--- src/rtl/fetch_pc_unit.sv ---
// Fetch PC generator: group-aligned PC, slot mask, redirect arbitration.
// Optional FETCH_PC_ADDR_CHECK_EN flags misaligned PCs and blanks the mask.
module fetch_pc_unit #(
   parameter int FETCH_WIDTH = 2,
   parameter int ADDR_WIDTH = 32,
   parameter logic [ADDR_WIDTH-1:0] BOOT_VEC = 32'hBFC0_0000,
   localparam int SW = (FETCH_WIDTH > 1) ? $clog2(FETCH_WIDTH) : 1
) (
   input  logic                   clk,
   input  logic                   rst,
   input  logic                   ready,
   input  logic                   hold_pc,
   input  logic                   except_valid,
   input  logic [ADDR_WIDTH-1:0]  except_vec,
   input  logic                   resolve_valid,
   input  logic [ADDR_WIDTH-1:0]  resolve_target,
   input  logic                   replay_valid,
   input  logic [ADDR_WIDTH-1:0]  replay_vaddr,
   input  logic                   presolve_valid,
   input  logic [ADDR_WIDTH-1:0]  presolve_target,
   input  logic                   predict_valid,
   input  logic [SW-1:0]          predict_slot,
   input  logic [ADDR_WIDTH-1:0]  predict_target,
   output logic [ADDR_WIDTH-1:0]  pc,
   output logic                   pc_en,
   output logic [FETCH_WIDTH-1:0] slot_mask,
   output logic                   redirect_pending,
   output logic                   pc_addr_err
);

   typedef enum logic {SEQ, DS_WAIT} state_e;

   localparam logic [ADDR_WIDTH-1:0] GB = ADDR_WIDTH'(FETCH_WIDTH * 4);
   localparam logic [ADDR_WIDTH-1:0] GMASK = ~(GB - ADDR_WIDTH'(1));
   localparam logic [ADDR_WIDTH-1:0] OMASK = ADDR_WIDTH'(FETCH_WIDTH - 1);

   state_e                  state_q, state_d;
   logic [ADDR_WIDTH-1:0]   pc_q, pc_d;
   logic [ADDR_WIDTH-1:0]   ds_q, ds_d;
   logic                    pend_v_q, pend_v_d;
   logic [1:0]              pend_prio_q, pend_prio_d;
   logic [ADDR_WIDTH-1:0]   pend_tgt_q, pend_tgt_d;

   logic                    red_v;
   logic [1:0]              red_prio;
   logic [ADDR_WIDTH-1:0]   red_tgt;
   logic [ADDR_WIDTH-1:0]   base;
   logic [SW-1:0]           off;
   logic [FETCH_WIDTH-1:0]  mask_raw;

   assign base = pc_q & GMASK;
   assign off = SW'((pc_q >> 2) & OMASK);

   // Priority encode: except(3) > resolve(2) > replay(1) > presolve(0)
   always_comb begin
      red_v = 1'b1;
      red_prio = 2'd0;
      red_tgt = presolve_target;
      if (except_valid) begin
         red_prio = 2'd3;
         red_tgt = except_vec;
      end else if (resolve_valid) begin
         red_prio = 2'd2;
         red_tgt = resolve_target;
      end else if (replay_valid) begin
         red_prio = 2'd1;
         red_tgt = replay_vaddr;
      end else if (!presolve_valid) begin
         red_v = 1'b0;
      end
   end

   always_comb begin
      pc_d = pc_q;
      state_d = state_q;
      ds_d = ds_q;
      pend_v_d = pend_v_q;
      pend_prio_d = pend_prio_q;
      pend_tgt_d = pend_tgt_q;
      if (ready) begin
         pc_d = base + GB;
         if (state_q == DS_WAIT) begin
            pc_d = ds_q;
            state_d = SEQ;
         end else if (predict_valid) begin
            if (int'(predict_slot) == FETCH_WIDTH - 1) begin
               state_d = DS_WAIT;
               ds_d = predict_target;
            end else if (int'(predict_slot) < FETCH_WIDTH - 1) begin
               pc_d = predict_target;
            end
         end
         if (hold_pc) begin
            pc_d = pc_q;
            state_d = state_q;
            ds_d = ds_q;
         end
         if (pend_v_q) begin
            pc_d = pend_tgt_q;
            state_d = SEQ;
         end
         pend_v_d = 1'b0;
         if (red_v) begin
            pc_d = red_tgt;
            state_d = SEQ;
         end
      end else if (red_v && (!pend_v_q || red_prio >= pend_prio_q)) begin
         pend_v_d = 1'b1;
         pend_prio_d = red_prio;
         pend_tgt_d = red_tgt;
      end
   end

   // Delay slot of the predicted branch stays valid
   always_comb begin
      mask_raw = '0;
      if (state_q == DS_WAIT) begin
         mask_raw[0] = 1'b1;
      end else begin
         for (int i = 0; i < FETCH_WIDTH; i++) begin
            mask_raw[i] = (i >= int'(off));
            if (predict_valid && (i > int'(predict_slot) + 1))
               mask_raw[i] = 1'b0;
         end
      end
   end

`ifdef FETCH_PC_ADDR_CHECK_EN
   assign pc_addr_err = |pc_q[1:0];
   assign slot_mask = pc_addr_err ? '0 : mask_raw;
`else
   assign pc_addr_err = 1'b0;
   assign slot_mask = mask_raw;
`endif

   assign pc = pc_q;
   assign pc_en = ready;
   assign redirect_pending = pend_v_q;

   always_ff @(posedge clk or posedge rst) begin
      if (rst) begin
         pc_q <= BOOT_VEC;
         state_q <= SEQ;
         ds_q <= '0;
         pend_v_q <= 1'b0;
         pend_prio_q <= 2'd0;
         pend_tgt_q <= '0;
      end else begin
         pc_q <= pc_d;
         state_q <= state_d;
         ds_q <= ds_d;
         pend_v_q <= pend_v_d;
         pend_prio_q <= pend_prio_d;
         pend_tgt_q <= pend_tgt_d;
      end
   end

endmodule

--- config.mk ---
export PLATFORM = sky130hd
export DESIGN_NAME = fetch_pc_unit
export DESIGN_NICKNAME = d
export VERILOG_FILES = /design/src/rtl/fetch_pc_unit.sv
export SDC_FILE = /design/constraint.sdc
export NUM_CORES = 1
export LEC_CHECK = 0
export ABC_CLOCK_PERIOD_IN_PS = 6100
export BUFFER_PORTS_ARGS = -buffer_cell sky130_fd_sc_hd__buf_2
export CORE_UTILIZATION = 45
export DETAILED_ROUTE_END_ITERATION = 10
export GPL_ROUTABILITY_DRIVEN = 0
export PLACE_DENSITY = 0.71
export SYNTH_ARGS = -nofsm -noshare
export SYNTH_HDL_FRONTEND = slang
export SYNTH_SLANG_ARGS = --single-unit
--- constraint.sdc ---
create_clock -name clk -period 6.1 [get_ports clk]
set_input_delay 0.61 -clock clk [delete_from_list [all_inputs] [get_ports clk]]
set_output_delay 0.61 -clock clk [all_outputs]
set_load 0.01 [all_outputs]
# After elaboration in Yosys (flattened, before gate mapping)
# Index checks and enable logic that the tools add are counted.
[classes] magnitude_cmp=5 muxes=29 n_addsub=2 n_eq_ne=1 n_reduce_logical=9 n_bitwise=3
[ops] op="$mux 32" n=10
[ops] op="$add 32x4->32 const B" n=1
[ops] op="$gt 1x32->1 const A" n=1
[ops] op="$mux 1" n=17
[ops] op="$reduce_and 5->1" n=1
[ops] op="$mux 2" n=2
[ops] op="$reduce_and 2->1" n=2
[ops] op="$logic_and 1x1->1" n=3
[ops] op="$ne 3x1->1 const B" n=1
[ops] op="$not 1->1" n=3
[ops] op="$add 1x1->2 const B" n=1
[ops] op="$ge 2x2->1" n=1
[ops] op="$gt 1x2->1 const A" n=1
[ops] op="$reduce_bool 2->1" n=1
[ops] op="$ge 1x1->1 const A" n=1
[ops] op="$logic_not 1->1" n=1
[ops] op="$logic_or 1x1->1" n=1
[ops] op="$lt 1x1->1 const B" n=1
[totals] out_inout_bits=37 reg_bits=100

# Longest topological paths before layout
[depth] depth_word=8 ltp_mapped=11

# Least setup slack after synthesis
# OpenSTA, ideal clock, no wires.
[synth_timing] path_type="input to register" start="in replay_valid" end="reg pend_tgt_q[11]" path_buffers=5 path_slack_ns=2.678 arrival_ns=3.285 path_stages=10 cell_sequence="clkbuf_1 > buf_2 > buf_1 > a21oi_1 > ha_1 > o21ai_0 > a311oi_1 > clkbuf_1 > buf_1 > a21oi_1"
[synth_via] elab_chain_len=7
[synth_rtl] item="start, declared" line_no="17" text="input logic replay_valid,"
[synth_rtl] item="$mux 1" line_no="65" text="end else if (replay_valid) begin"
[synth_rtl] item="$mux 2" line_no="62" text="end else if (resolve_valid) begin"
[synth_rtl] item="$mux 2" line_no="59" text="if (except_valid) begin"
[synth_rtl] item="$ge 2x2->1" line_no="107" text="end else if (red_v && (!pend_v_q || red_prio >= pend_prio_q)) begin"
[synth_rtl] item="$logic_or 1x1->1" line_no="107"
[synth_rtl] item="$logic_and 1x1->1" line_no="107"
[synth_rtl] item="$reduce_and 2->1 (no line)"
[synth_rtl] item="end signal, assigned" line_no="154" text="pend_tgt_q <= pend_tgt_d;"
[synth_rtl] item="end, declared" line_no="42" text="logic [ADDR_WIDTH-1:0] pend_tgt_q, pend_tgt_d;"
# Parallel ways exist; a longest one is shown, timed or not.
# A chain may end at the register's enable or synchronous reset.

# Final worst setup path
[layout_timing] start="in resolve_valid" end="reg pend_tgt_q[9]"
[layout_via] elab_chain_len=6
[layout_rtl] item="start, declared" line_no="15" text="input logic resolve_valid,"
[layout_rtl] item="$mux 2" line_no="62"
[layout_rtl] item="$mux 2" line_no="59"
[layout_rtl] item="$ge 2x2->1" line_no="107"
[layout_rtl] item="$logic_or 1x1->1" line_no="107"
[layout_rtl] item="$logic_and 1x1->1" line_no="107"
[layout_rtl] item="$reduce_and 2->1 (no line)"
# Parallel ways exist; a longest one is shown, timed or not.

==> results_dict.tcl <==
set metrics [dict create \
    status "finished, violations left" \
    violations "design-rule violations" \
    synth_top_area_frac 0.331 \
    min_period_over_period 0.516 \
    startpoint_type "primary input" \
    end_kind "flop" \
    core_area_sq_mm 0.0148 \
    rows 44 \
    p_int_mw 1.36 \
    worstRegToRegCells 7 \
    clock_sinks 100 \
    hpwl_um 16400 \
    clockRootBuffer "clkbuf_16" \
    async_reset_ff_frac 1.00 \
    h-tree-depth 3 \
    yosysWarningCount 0 \
    wl_per_cell_um 19.8 \
    setup_viol 0 \
    setup_tns_ps 0 \
    postCtsHoldBufs 0 \
    grt_use_total 0.290 \
    rsz0062_at_grt "false" \
    fmax_mhz 317 \
    drt-initial-drc-count 692 \
    clkLatencyLatePin_ps 360 \
    io_buffer_count 205 \
    powerDensity_mw_per_mm2 243 \
    place_area_sq_mm 0.00798 \
    worstPathRequired_ps 6350 \
    ios 207 \
    avgSynthCellArea_sq_um 8.71 \
    first_pass_iters 8 \
    layout_min_cycle_time_ps 3150 \
    final_common_cell "buf_2" \
    pwr-share-seq 0.455 \
    grt_pass1_vias 6609 \
    cts_tree "built" \
    crit_start "resolve_valid" \
    syn-num-nets 963 \
    synth_largest_area_cell "dfrtp_1" \
    finalPower_mw 2.01 \
    synthFlopType "dfrtp_1" \
    grt_start_max_net_pins 59 \
    synth.ff_latch_count 100 \
    initial_core_util 0.467 \
    ys_seq_area_frac 0.365 \
    clockBufferDepth 2 \
    pwr-share-clk 0.296 \
    cts_buffers 9 \
    worst-r2r-setup-slack_ps 3040 \
    clkSlewWorstSetupHoldPaths_ps 70 \
    syn_area_sq_mm 0.00688 \
    crit_path_end "pend_tgt_q[9]" \
    worstMarginPinSlew_ps 942 \
    synth_area_leaders "dfrtp_1 33%, mux2_2 9.2%, mux2i_1 4.9%" \
    max_cap_violations 0 \
    area_delta_synth_final_pct 20.4 \
    skew_ps 11.0 \
    stdcell_area_sq_mm 0.00829 \
    switchingPower_mw 0.654 \
    r2r_end "pc[20]" \
    grt_pass1_wl_um 35600 \
    drtAntennaViolNets 0 \
    postSynthCellCount 790 \
    swShare 0.325 \
    r2r_start "redirect_pending" \
    antenna_found_initial 1 \
    hold_viol 0 \
    via_per_inst 6.12 \
    synth_edf_count 0 \
    postCtsSetupBuffers 0 \
    overflow 0 \
    fp.dieH_um 126 \
    vdd_ir_drop_max_uv 159 \
    path_max_fanout 52 \
    leakage_nw 3.60 \
    power_frac_comb 0.250 \
    layout_common_cells "205 x buf_2, 91 x dfrtp_1, 77 x nand2_1" \
    slew_violations 0 \
    critPathKind "primary input to flop" \
    fin_nets 1127 \
    cts_resized 0 \
    synth_cell_types 72 \
    drcViolationCount 11 \
    worstHoldPathType "primary input to async pin" \
    drive_gt1_frac 0.334 \
    totalWireLength_um 22600 \
    relSlewSlack 0.371 \
    die_w_um 126 \
    via_count 6997 \
    crit_arrival_ps 3400 \
    die_area_sq_mm 0.0158 \
]
state kept, by name (all words and copies together) (netlist names):
name              cells
state_q               1
pc                   32
ds_q                 32
pend_prio_q           2
redirect_pending      1
pend_tgt_q           32
routing by layer:
metal	part of all wire	up-vias	global-route usage
li1	-	3274	-
met1	0.41	3329	0.370
met2	0.47	328	0.473
met3	0.065	66	0.0480
met4	0.050	0	0.156
met5	0	-	0
synthesized netlist by cell type, types with 4 or more instances:
cell type,instances
a22oi_1,5
a311oi_1,6
and2_1,8
inv_1,18
o211ai_1,10
mux2_2,56
o221ai_1,11
o21ai_0,60
and3_1,8
a221o_1,4
a31oi_1,10
xnor2_1,4
nor4_1,10
buf_6,4
or3_1,5
a221oi_1,6
buf_1,6
clkbuf_1,47
o31ai_1,5
dfstp_2,9
o2111ai_1,10
nor2b_1,4
a21o_1,6
xor2_1,5
nor2_1,57
nand2b_1,14
nor3_1,13
nand2_1,77
a211oi_1,15
mux2i_1,34
a21oi_1,65
nand4_1,9
a2bb2oi_1,4
nand3_1,25
dfrtp_1,91
buf_2,4
worst max-delay path: stages:
cell and delay [ps]:
buf_2 640, clkinv_1 470, a21oi_1 270, ha_1 140, o21ai_0 130, a311oi_4 320
buf_4 400, mux2_2 390
power by group through the flow:
stage          registers, mW  logic (mW)  clock network [mW]
2_1_floorplan          0.895       0.322                   0
6_report               0.914       0.502               0.594
5_1_grt                0.930       0.555               0.627
4_1_cts                0.910       0.503               0.598
3_3_place_gp           0.919       0.489                   0
3_5_place_dp           0.921       0.501                   0
worst min-delay path by stage:
stage / slack, ps / start / cells after the start / end
3_3_place_gp: 470 / pend_tgt_q[12] / 1 / pend_tgt_q[12]
4_1_cts: 340 / rst / 2 / pend_tgt_q[19]
6_report: 320 / rst / 2 / pend_tgt_q[20]
3_5_place_dp: 480 / pc[0] / 2 / pc[0]
2_1_floorplan: 460 / pend_tgt_q[12] / 1 / pend_tgt_q[12]
5_1_grt: 360 / rst / 2 / ds_q[28]
logic make-up (layout without fill, tap and decap cells):
kind of cell	after synthesis	after routing	synth area share
AND/OR/NAND/NOR	251	251	0.185
adder cells (fa/ha/maj)	3	3	0.00545
buffers and inverters	87	256	0.0545
multiplexers	90	90	0.141
XOR/XNOR	9	9	0.0115
flip-flops	100	100	0.365
other	1	2	0.000545
AO/OA/AOI/OAI	249	249	0.237
per-stage QoR:
stage | worst slack (ps) | hold WS [ps] | instances | utilization
finish | 2950 | 317 | 1144 | 0.562
global route | 2630 | 357 | 1144 | 0.562
CTS | 2920 | 336 | 1143 | 0.561
detailed placement | 2540 | 477 | 1127 | 0.541
global placement | 2620 | 473 | 1127 | 0.541
floorplan | 2680 | 464 | 790 | -
final cells by class:
class | instances | area (sq um)
Antenna cell | 1 | 2.50
Clock buffer | 10 | 229
Clock inverter | 6 | 72.6
Fill cell | 1378 | 6470
Inverter | 21 | 81.3
Multi-Input combinational cell | 603 | 4030
Sequential cell | 100 | 2510
Tap cell | 184 | 230
Timing Repair Buffer | 219 | 1130
Power figures use the tool's default switching activity.
